## src/rtl/eh2_lsu_trigger_ctl_pkg.sv

```systemverilog
// Shared types and helpers for the LSU trigger-hit sequencer.
package eh2_lsu_trigger_ctl_pkg;

  localparam int unsigned NumTrig = 4;

  // One reported trigger hit: owning thread plus the trigger bits that fired.
  typedef struct packed {
    logic               tid;
    logic [NumTrig-1:0] vec;
  } eh2_lsu_trig_hit_pkt_t;

  typedef enum logic {
    StSlotEmpty,
    StSlotFull
  } slot_state_e;

  // Chained pairs report only when both halves match in the same cycle.
  function automatic logic [NumTrig-1:0] chain_qual(input logic [NumTrig-1:0] match,
                                                    input logic [1:0]         chain);
    logic [NumTrig-1:0] q;
    q = match;
    for (int unsigned p = 0; p < 2; p++) begin
      if (chain[p] && (match[2*p +: 2] != 2'b11)) begin
        q[2*p +: 2] = 2'b00;
      end
    end
    return q;
  endfunction

endpackage

```

## src/rtl/eh2_lsu_trig_slot.sv

```systemverilog
// Single-thread pending trigger-hit slot: capture, merge, hand-off and flush.
module eh2_lsu_trig_slot
  import eh2_lsu_trigger_ctl_pkg::*;
(
  input  logic         clk,
  input  logic         rst_l,
  input  logic         capture,
  input  logic [3:0]   qvec,
  input  logic         grant,
  input  logic         flush,
  output logic         full,
  output logic [3:0]   vec,
  output logic         merge
);

  slot_state_e state_q;
  logic [3:0]  vec_q;
  logic        merge_q;

  // Slot FSM; flush wins over everything, grant hands the old contents to the output.
  always_ff @(posedge clk or negedge rst_l) begin
    if (!rst_l) begin
      state_q <= StSlotEmpty;
      vec_q   <= '0;
      merge_q <= 1'b0;
    end else if (flush) begin
      state_q <= StSlotEmpty;
      vec_q   <= '0;
      merge_q <= 1'b0;
    end else begin
      unique case (state_q)
        StSlotEmpty: begin
          if (capture) begin
            state_q <= StSlotFull;
            vec_q   <= qvec;
          end
        end
        StSlotFull: begin
          if (grant) begin
            merge_q <= 1'b0;
            if (capture) begin
              // Old vec leaves this cycle; the new hit starts a fresh entry.
              vec_q <= qvec;
            end else begin
              state_q <= StSlotEmpty;
              vec_q   <= '0;
            end
          end else if (capture) begin
            vec_q   <= vec_q | qvec;
            merge_q <= 1'b1;
          end
        end
        default: state_q <= StSlotEmpty;
      endcase
    end
  end

  assign full  = (state_q == StSlotFull);
  assign vec   = vec_q;
  assign merge = merge_q;

endmodule

```

## src/rtl/eh2_lsu_trigger_ctl.sv

```systemverilog
// LSU debug-trigger hit sequencer: chain qualification, per-thread slots,
// round-robin arbitration and a registered valid/ready output stage.
module eh2_lsu_trigger_ctl
  import eh2_lsu_trigger_ctl_pkg::*;
#(
  parameter int unsigned NUM_THREADS = 2
) (
  input  logic                        clk,
  input  logic                        rst_l,
  input  logic [3:0]                  lsu_trigger_match_dc4,
  input  logic                        lsu_trig_tid_dc4,
  input  logic [NUM_THREADS-1:0][1:0] trig_chain,
  input  logic [NUM_THREADS-1:0]      dec_tlu_flush_lower_wb,
  input  logic                        lsu_trig_hit_ready,
  output logic                        lsu_trig_hit_valid,
  output logic                        lsu_trig_hit_tid,
  output logic [3:0]                  lsu_trig_hit_vec,
  output logic [NUM_THREADS-1:0]      lsu_trig_pend,
  output logic [NUM_THREADS-1:0]      lsu_trig_merge
);

  logic                        tid_eff;
  logic [1:0]                  chain_sel;
  logic [3:0]                  qvec;
  logic                        capture_any;
  logic [NUM_THREADS-1:0]      capture;
  logic [NUM_THREADS-1:0]      slot_full;
  logic [NUM_THREADS-1:0]      slot_merge;
  logic [NUM_THREADS-1:0][3:0] slot_vec;
  logic [NUM_THREADS-1:0]      eligible;
  logic [NUM_THREADS-1:0]      grant;
  logic                        grant_any;
  logic                        grant_tid;
  logic                        load_en;
  logic                        out_flush;
  logic [3:0]                  sel_vec;

  logic                        out_valid_q;
  eh2_lsu_trig_hit_pkt_t       out_pkt_q;

  if (NUM_THREADS == 2) begin : g_mt
    logic rr_ptr_q;

    assign tid_eff   = lsu_trig_tid_dc4;
    assign chain_sel = trig_chain[tid_eff];
    assign out_flush = out_valid_q & dec_tlu_flush_lower_wb[out_pkt_q.tid];

    // Single requester wins outright; contention is settled by the pointer.
    always_comb begin
      grant = '0;
      if (load_en) begin
        if (eligible == 2'b11) begin
          grant = rr_ptr_q ? 2'b10 : 2'b01;
        end else begin
          grant = eligible;
        end
      end
    end

    assign grant_tid = grant[1];

    // Pointer moves to the thread not just granted so contended grants alternate.
    always_ff @(posedge clk or negedge rst_l) begin
      if (!rst_l) begin
        rr_ptr_q <= 1'b0;
      end else if (grant_any) begin
        rr_ptr_q <= ~grant_tid;
      end
    end
  end else begin : g_st
    assign tid_eff   = 1'b0;
    assign chain_sel = trig_chain[0];
    assign out_flush = out_valid_q & dec_tlu_flush_lower_wb[0];
    assign grant     = load_en & eligible;
    assign grant_tid = 1'b0;
  end

  assign qvec        = chain_qual(lsu_trigger_match_dc4, chain_sel);
  assign capture_any = |qvec;
  // A slot being flushed this cycle must not reach the output.
  assign eligible    = slot_full & ~dec_tlu_flush_lower_wb;
  assign load_en     = ~out_valid_q | lsu_trig_hit_ready;
  assign grant_any   = |grant;

  for (genvar t = 0; t < NUM_THREADS; t++) begin : g_slot
    assign capture[t] = capture_any & (tid_eff == 1'(t));

    eh2_lsu_trig_slot u_slot (
      .clk     (clk),
      .rst_l   (rst_l),
      .capture (capture[t]),
      .qvec    (qvec),
      .grant   (grant[t]),
      .flush   (dec_tlu_flush_lower_wb[t]),
      .full    (slot_full[t]),
      .vec     (slot_vec[t]),
      .merge   (slot_merge[t])
    );

    assign lsu_trig_pend[t] = slot_full[t] | (out_valid_q & (out_pkt_q.tid == 1'(t)));
  end

  // Grant is one-hot, so OR-ing the masked slot vectors selects the winner.
  always_comb begin
    sel_vec = '0;
    for (int unsigned t = 0; t < NUM_THREADS; t++) begin
      if (grant[t]) begin
        sel_vec = sel_vec | slot_vec[t];
      end
    end
  end

  // Output register: reload on free/accepted, otherwise hold unless the held thread flushes.
  always_ff @(posedge clk or negedge rst_l) begin
    if (!rst_l) begin
      out_valid_q <= 1'b0;
      out_pkt_q   <= '0;
    end else if (load_en) begin
      out_valid_q <= grant_any;
      if (grant_any) begin
        out_pkt_q.tid <= grant_tid;
        out_pkt_q.vec <= sel_vec;
      end
    end else if (out_flush) begin
      out_valid_q <= 1'b0;
    end
  end

  assign lsu_trig_hit_valid = out_valid_q;
  assign lsu_trig_hit_tid   = out_pkt_q.tid;
  assign lsu_trig_hit_vec   = out_pkt_q.vec;
  assign lsu_trig_merge     = slot_merge;

endmodule

```

## config.mk

```make
export PLATFORM = sky130hd
export DESIGN_NAME = eh2_lsu_trigger_ctl
export DESIGN_NICKNAME = d
export VERILOG_FILES = /design/src/rtl/eh2_lsu_trigger_ctl_pkg.sv /design/src/rtl/eh2_lsu_trig_slot.sv /design/src/rtl/eh2_lsu_trigger_ctl.sv
export SDC_FILE = /design/constraint.sdc
export NUM_CORES = 1
export LEC_CHECK = 0
export CAP_MARGIN = 20
export CORE_ASPECT_RATIO = 1.25
export CORE_MARGIN = 2
export CORE_UTILIZATION = 49
export DETAILED_ROUTE_END_ITERATION = 7
export GPL_ROUTABILITY_DRIVEN = 0
export PLACE_DENSITY = 0.85
export SLEW_MARGIN = 40
export SYNTH_ARGS = -nofsm -noshare
export SYNTH_HDL_FRONTEND = slang
export SYNTH_SLANG_ARGS = --single-unit
```

## constraint.sdc

```tcl
create_clock -name clk -period 1.59 [get_ports clk]
set_input_delay 0.159 -clock clk [delete_from_list [all_inputs] [get_ports clk]]
set_output_delay 0.159 -clock clk [all_outputs]
set_load 0.005 [all_outputs]
```

==> flow_metrics.tcl <==
set metrics [dict create \
    status "finished, final reports clean" \
    ios 24 \
    multi_input_area_um2 534 \
    first_pass_iters 4 \
    leakagePower_nw 0.707 \
    hold_class "in2async" \
    layout_min_cycle_time_ns 1.48 \
    row_count 19 \
    diodes 0 \
    nets 159 \
    synthToLayoutAreaGrowth_pct 35.1 \
    mostFrequentLayoutCells "clkdlybuf4s50_1, dfrtp_1, buf_4" \
    crit_fanout 7 \
    ys_ff_latch 19 \
    syn_inst 105 \
    wl_per_cell_um 14.2 \
    cp.required_ns 1.78 \
    drc 0 \
    cts-root-buf "clkbuf_4" \
    clock_path_buffers 2 \
    die_area_um2 2600 \
    end_kind "flop" \
    met2_usage_pct 35.1 \
    worstReg2RegStart "lsu_trig_hit_valid$_DFFE_PN0P_" \
    maxSlewHeadroom_pct 76.6 \
    grtUsageMet3_pct 2.25 \
    overflow 0 \
    coreArea_um2 2140 \
    ys_top_cells_by_area "dfrtp_1, o22ai_1, nand2_1" \
    n_fill_cell 174 \
    p_clk_share_pct 21.1 \
    vias 956 \
    ff2ff_setup_slack_ns 0.11 \
    worstMarginPinSlew_ns 0.351 \
    port_buffers 23 \
    ys_seq_area_share_pct 44.0 \
    grt_pass1_vias 951 \
    synth_top_cell_by_area "dfrtp_1" \
    holdBufCountCts 0 \
    worstSetupPathType "reg2reg" \
    drv_cap 0 \
    initial_core_util_pct 50.5 \
    setup_viol 0 \
    antenna_found_initial 0 \
    slew_violations 0 \
    switching_share_pct 30.3 \
    regArea_um2 477 \
    p_per_area_nw_per_um2 806 \
    clk_pin_slew_ns 0.11 \
    fin_crit_sh_pct 92.8 \
    grt_pass1_wl_um 3960 \
    grt.busiest_layer "met2" \
    grt_util_met1_pct 24.4 \
    dp.cells 160 \
    clkSinkCount 19 \
    clock-skew-final_ns 0.000546 \
    clk_latency_ns 0.30 \
    crit_path_start "lsu_trig_hit_valid$_DFFE_PN0P_" \
    synthDistinctLibCells 36 \
    rsz0062_at_grt "false" \
    synthesis.area_um2 1080 \
    finalHoldViolCount 0 \
    power_frac_comb_pct 29.0 \
    p_switching_mw 0.357 \
    max_freq_ghz 0.678 \
    yosysTopAreaCellShare_pct 44.0 \
    grt_max_degree 20 \
    gr-usage-all-layers_pct 20.4 \
    numCtsBuffers 3 \
    cts_tree "done" \
    yosys_warnings 0 \
    dp_hpwl_um 1870 \
    finalNonFillerCells 165 \
    syn_avg_cell_area_um2 10.3 \
    cts_max_level 1 \
    wirelength_um 2350 \
    cp_data_arrival_time_ns 1.67 \
    drt-vias-per-instance 5.79 \
    internal_power_mw 0.821 \
    final_antenna_net_count 0 \
    drive_above_1_share_pct 24.3 \
    synth_fp_nets 119 \
    drt_iter0_drc 26 \
    die_h_um 56.5 \
    startpoint_type "flop" \
    setup-tns-final_ns 0 \
    p_seq_share_pct 49.9 \
    die_w_um 46.0 \
    final_common_cell "clkdlybuf4s50_1" \
    ir_drop_uv 472 \
]
cell usage after synthesis (all sizes together):
| cell | number |
|---|---|
| o221ai | 1 |
| o22ai | 10 |
| buf | 5 |
| a22o | 4 |
| nor3b | 1 |
| a21oi | 4 |
| o31ai | 2 |
| a21boi | 2 |
| nor4 | 1 |
| nand2b | 1 |
| nand3b | 1 |
| dfrtp | 19 |
| a31oi | 3 |
| a31o | 1 |
| o21bai | 2 |
| nand3 | 2 |
| and2b | 1 |
| inv | 7 |
| nor2 | 7 |
| and3 | 1 |
| a21o | 5 |
| a22oi | 1 |
| and4b | 1 |
| a311oi | 1 |
| o21ai | 6 |
| nor2b | 1 |
| nor3 | 1 |
| o211ai | 1 |
| mux2i | 2 |
| nand2 | 11 |
registers in the layout, indices dropped and copies added (netlist names):
signal / flops
g_mt.rr_ptr_q: 1
g_slot.u_slot.merge: 2
g_slot.u_slot.vec: 8
lsu_trig_hit_valid: 1
lsu_trig_hit_vec: 4
lsu_trig_hit_tid: 1
g_slot.u_slot.full: 2
metal layers:
layer	vias to the layer above	share of wire, %
li1	470	-
met1	456	41
met2	25	54
met3	5	3.1
met4	0	1.9
met5	-	0
power groups by stage:
stage                     Sequential (mW)  Combinational (mW)  Clock [mW]
after floorplan                     0.588               0.162           0
after global placement              0.592               0.331           0
after detailed placement            0.597               0.340           0
after CTS                           0.586               0.343       0.251
after global routing                0.594               0.378       0.268
final                               0.588               0.341       0.249
logic make-up (layout without fill, tap and decap cells):
logic type,after synthesis,after routing,synth area share (%)
AOI/OAI and AO/OA,43,43,29.9
buffers and inverters,12,51,6.60
DFF,19,19,44.0
muxes,2,2,3.01
and+or+nand+nor,29,29,16.6
cell type report:
type	instances	share of cell area, %
multi-input combinational	74	36.6
tap	21	1.80
timing repair buffer	40	25.1
inverter	7	1.97
sequential	19	32.6
clock inverter	1	0.343
clock buffer	3	1.54
worst paths after layout:
| check | endpoint | cells after the start |
|---|---|---|
| setup / recovery | g_slot[1].u_slot.vec[3]$_DFFE_PN0P_ | 4 |
| hold / removal | g_mt.rr_ptr_q$_DFFE_PN0N_ | 2 |
| setup reg to reg | g_slot[1].u_slot.vec[3]$_DFFE_PN0P_ | 4 |
| hold reg to reg | lsu_trig_hit_vec[0]$_DFFE_PN0P_ | 1 |
| max in group asynchronous | g_slot[1].u_slot.full$_DFF_PN0_ | 2 |
| min in group clk | lsu_trig_hit_vec[0]$_DFFE_PN0P_ | 1 |
critical path, cell delays in order (launching register included):
cell     delay [ns]
dfrtp_1        0.44
and2b_1        0.27
o31ai_1        0.35
a31o_2         0.22
o22ai_1        0.09
through the flow:
stage | hold WS, ns | util (%) | cell area (um^2) | setup slack (ns) | total power, mW
4_1_cts | 0.191 | 67.5 | 1450 | 0.00511 | 1.18
5_1_grt | 0.191 | 68.2 | 1460 | 0.0139 | 1.24
6_report | 0.185 | 68.2 | 1460 | 0.114 | 1.18
3_3_place_gp | 0.462 | 66.0 | 1410 | -0.0883 | 0.922
3_5_place_dp | 0.470 | 66.0 | 1410 | -0.145 | 0.937
2_1_floorplan | -0.137 | - | 1080 | 0.243 | 0.751
repair_timing:
item | in CTS | in global routing
endpoints found under the setup margin | 2 | 2
gates resized for setup | 2 | 4
buffers inserted | 0 | 1
hold endpoints to repair | 0 | 0
pin swaps | 0 | 0
Power figures use the tool's default switching activity.
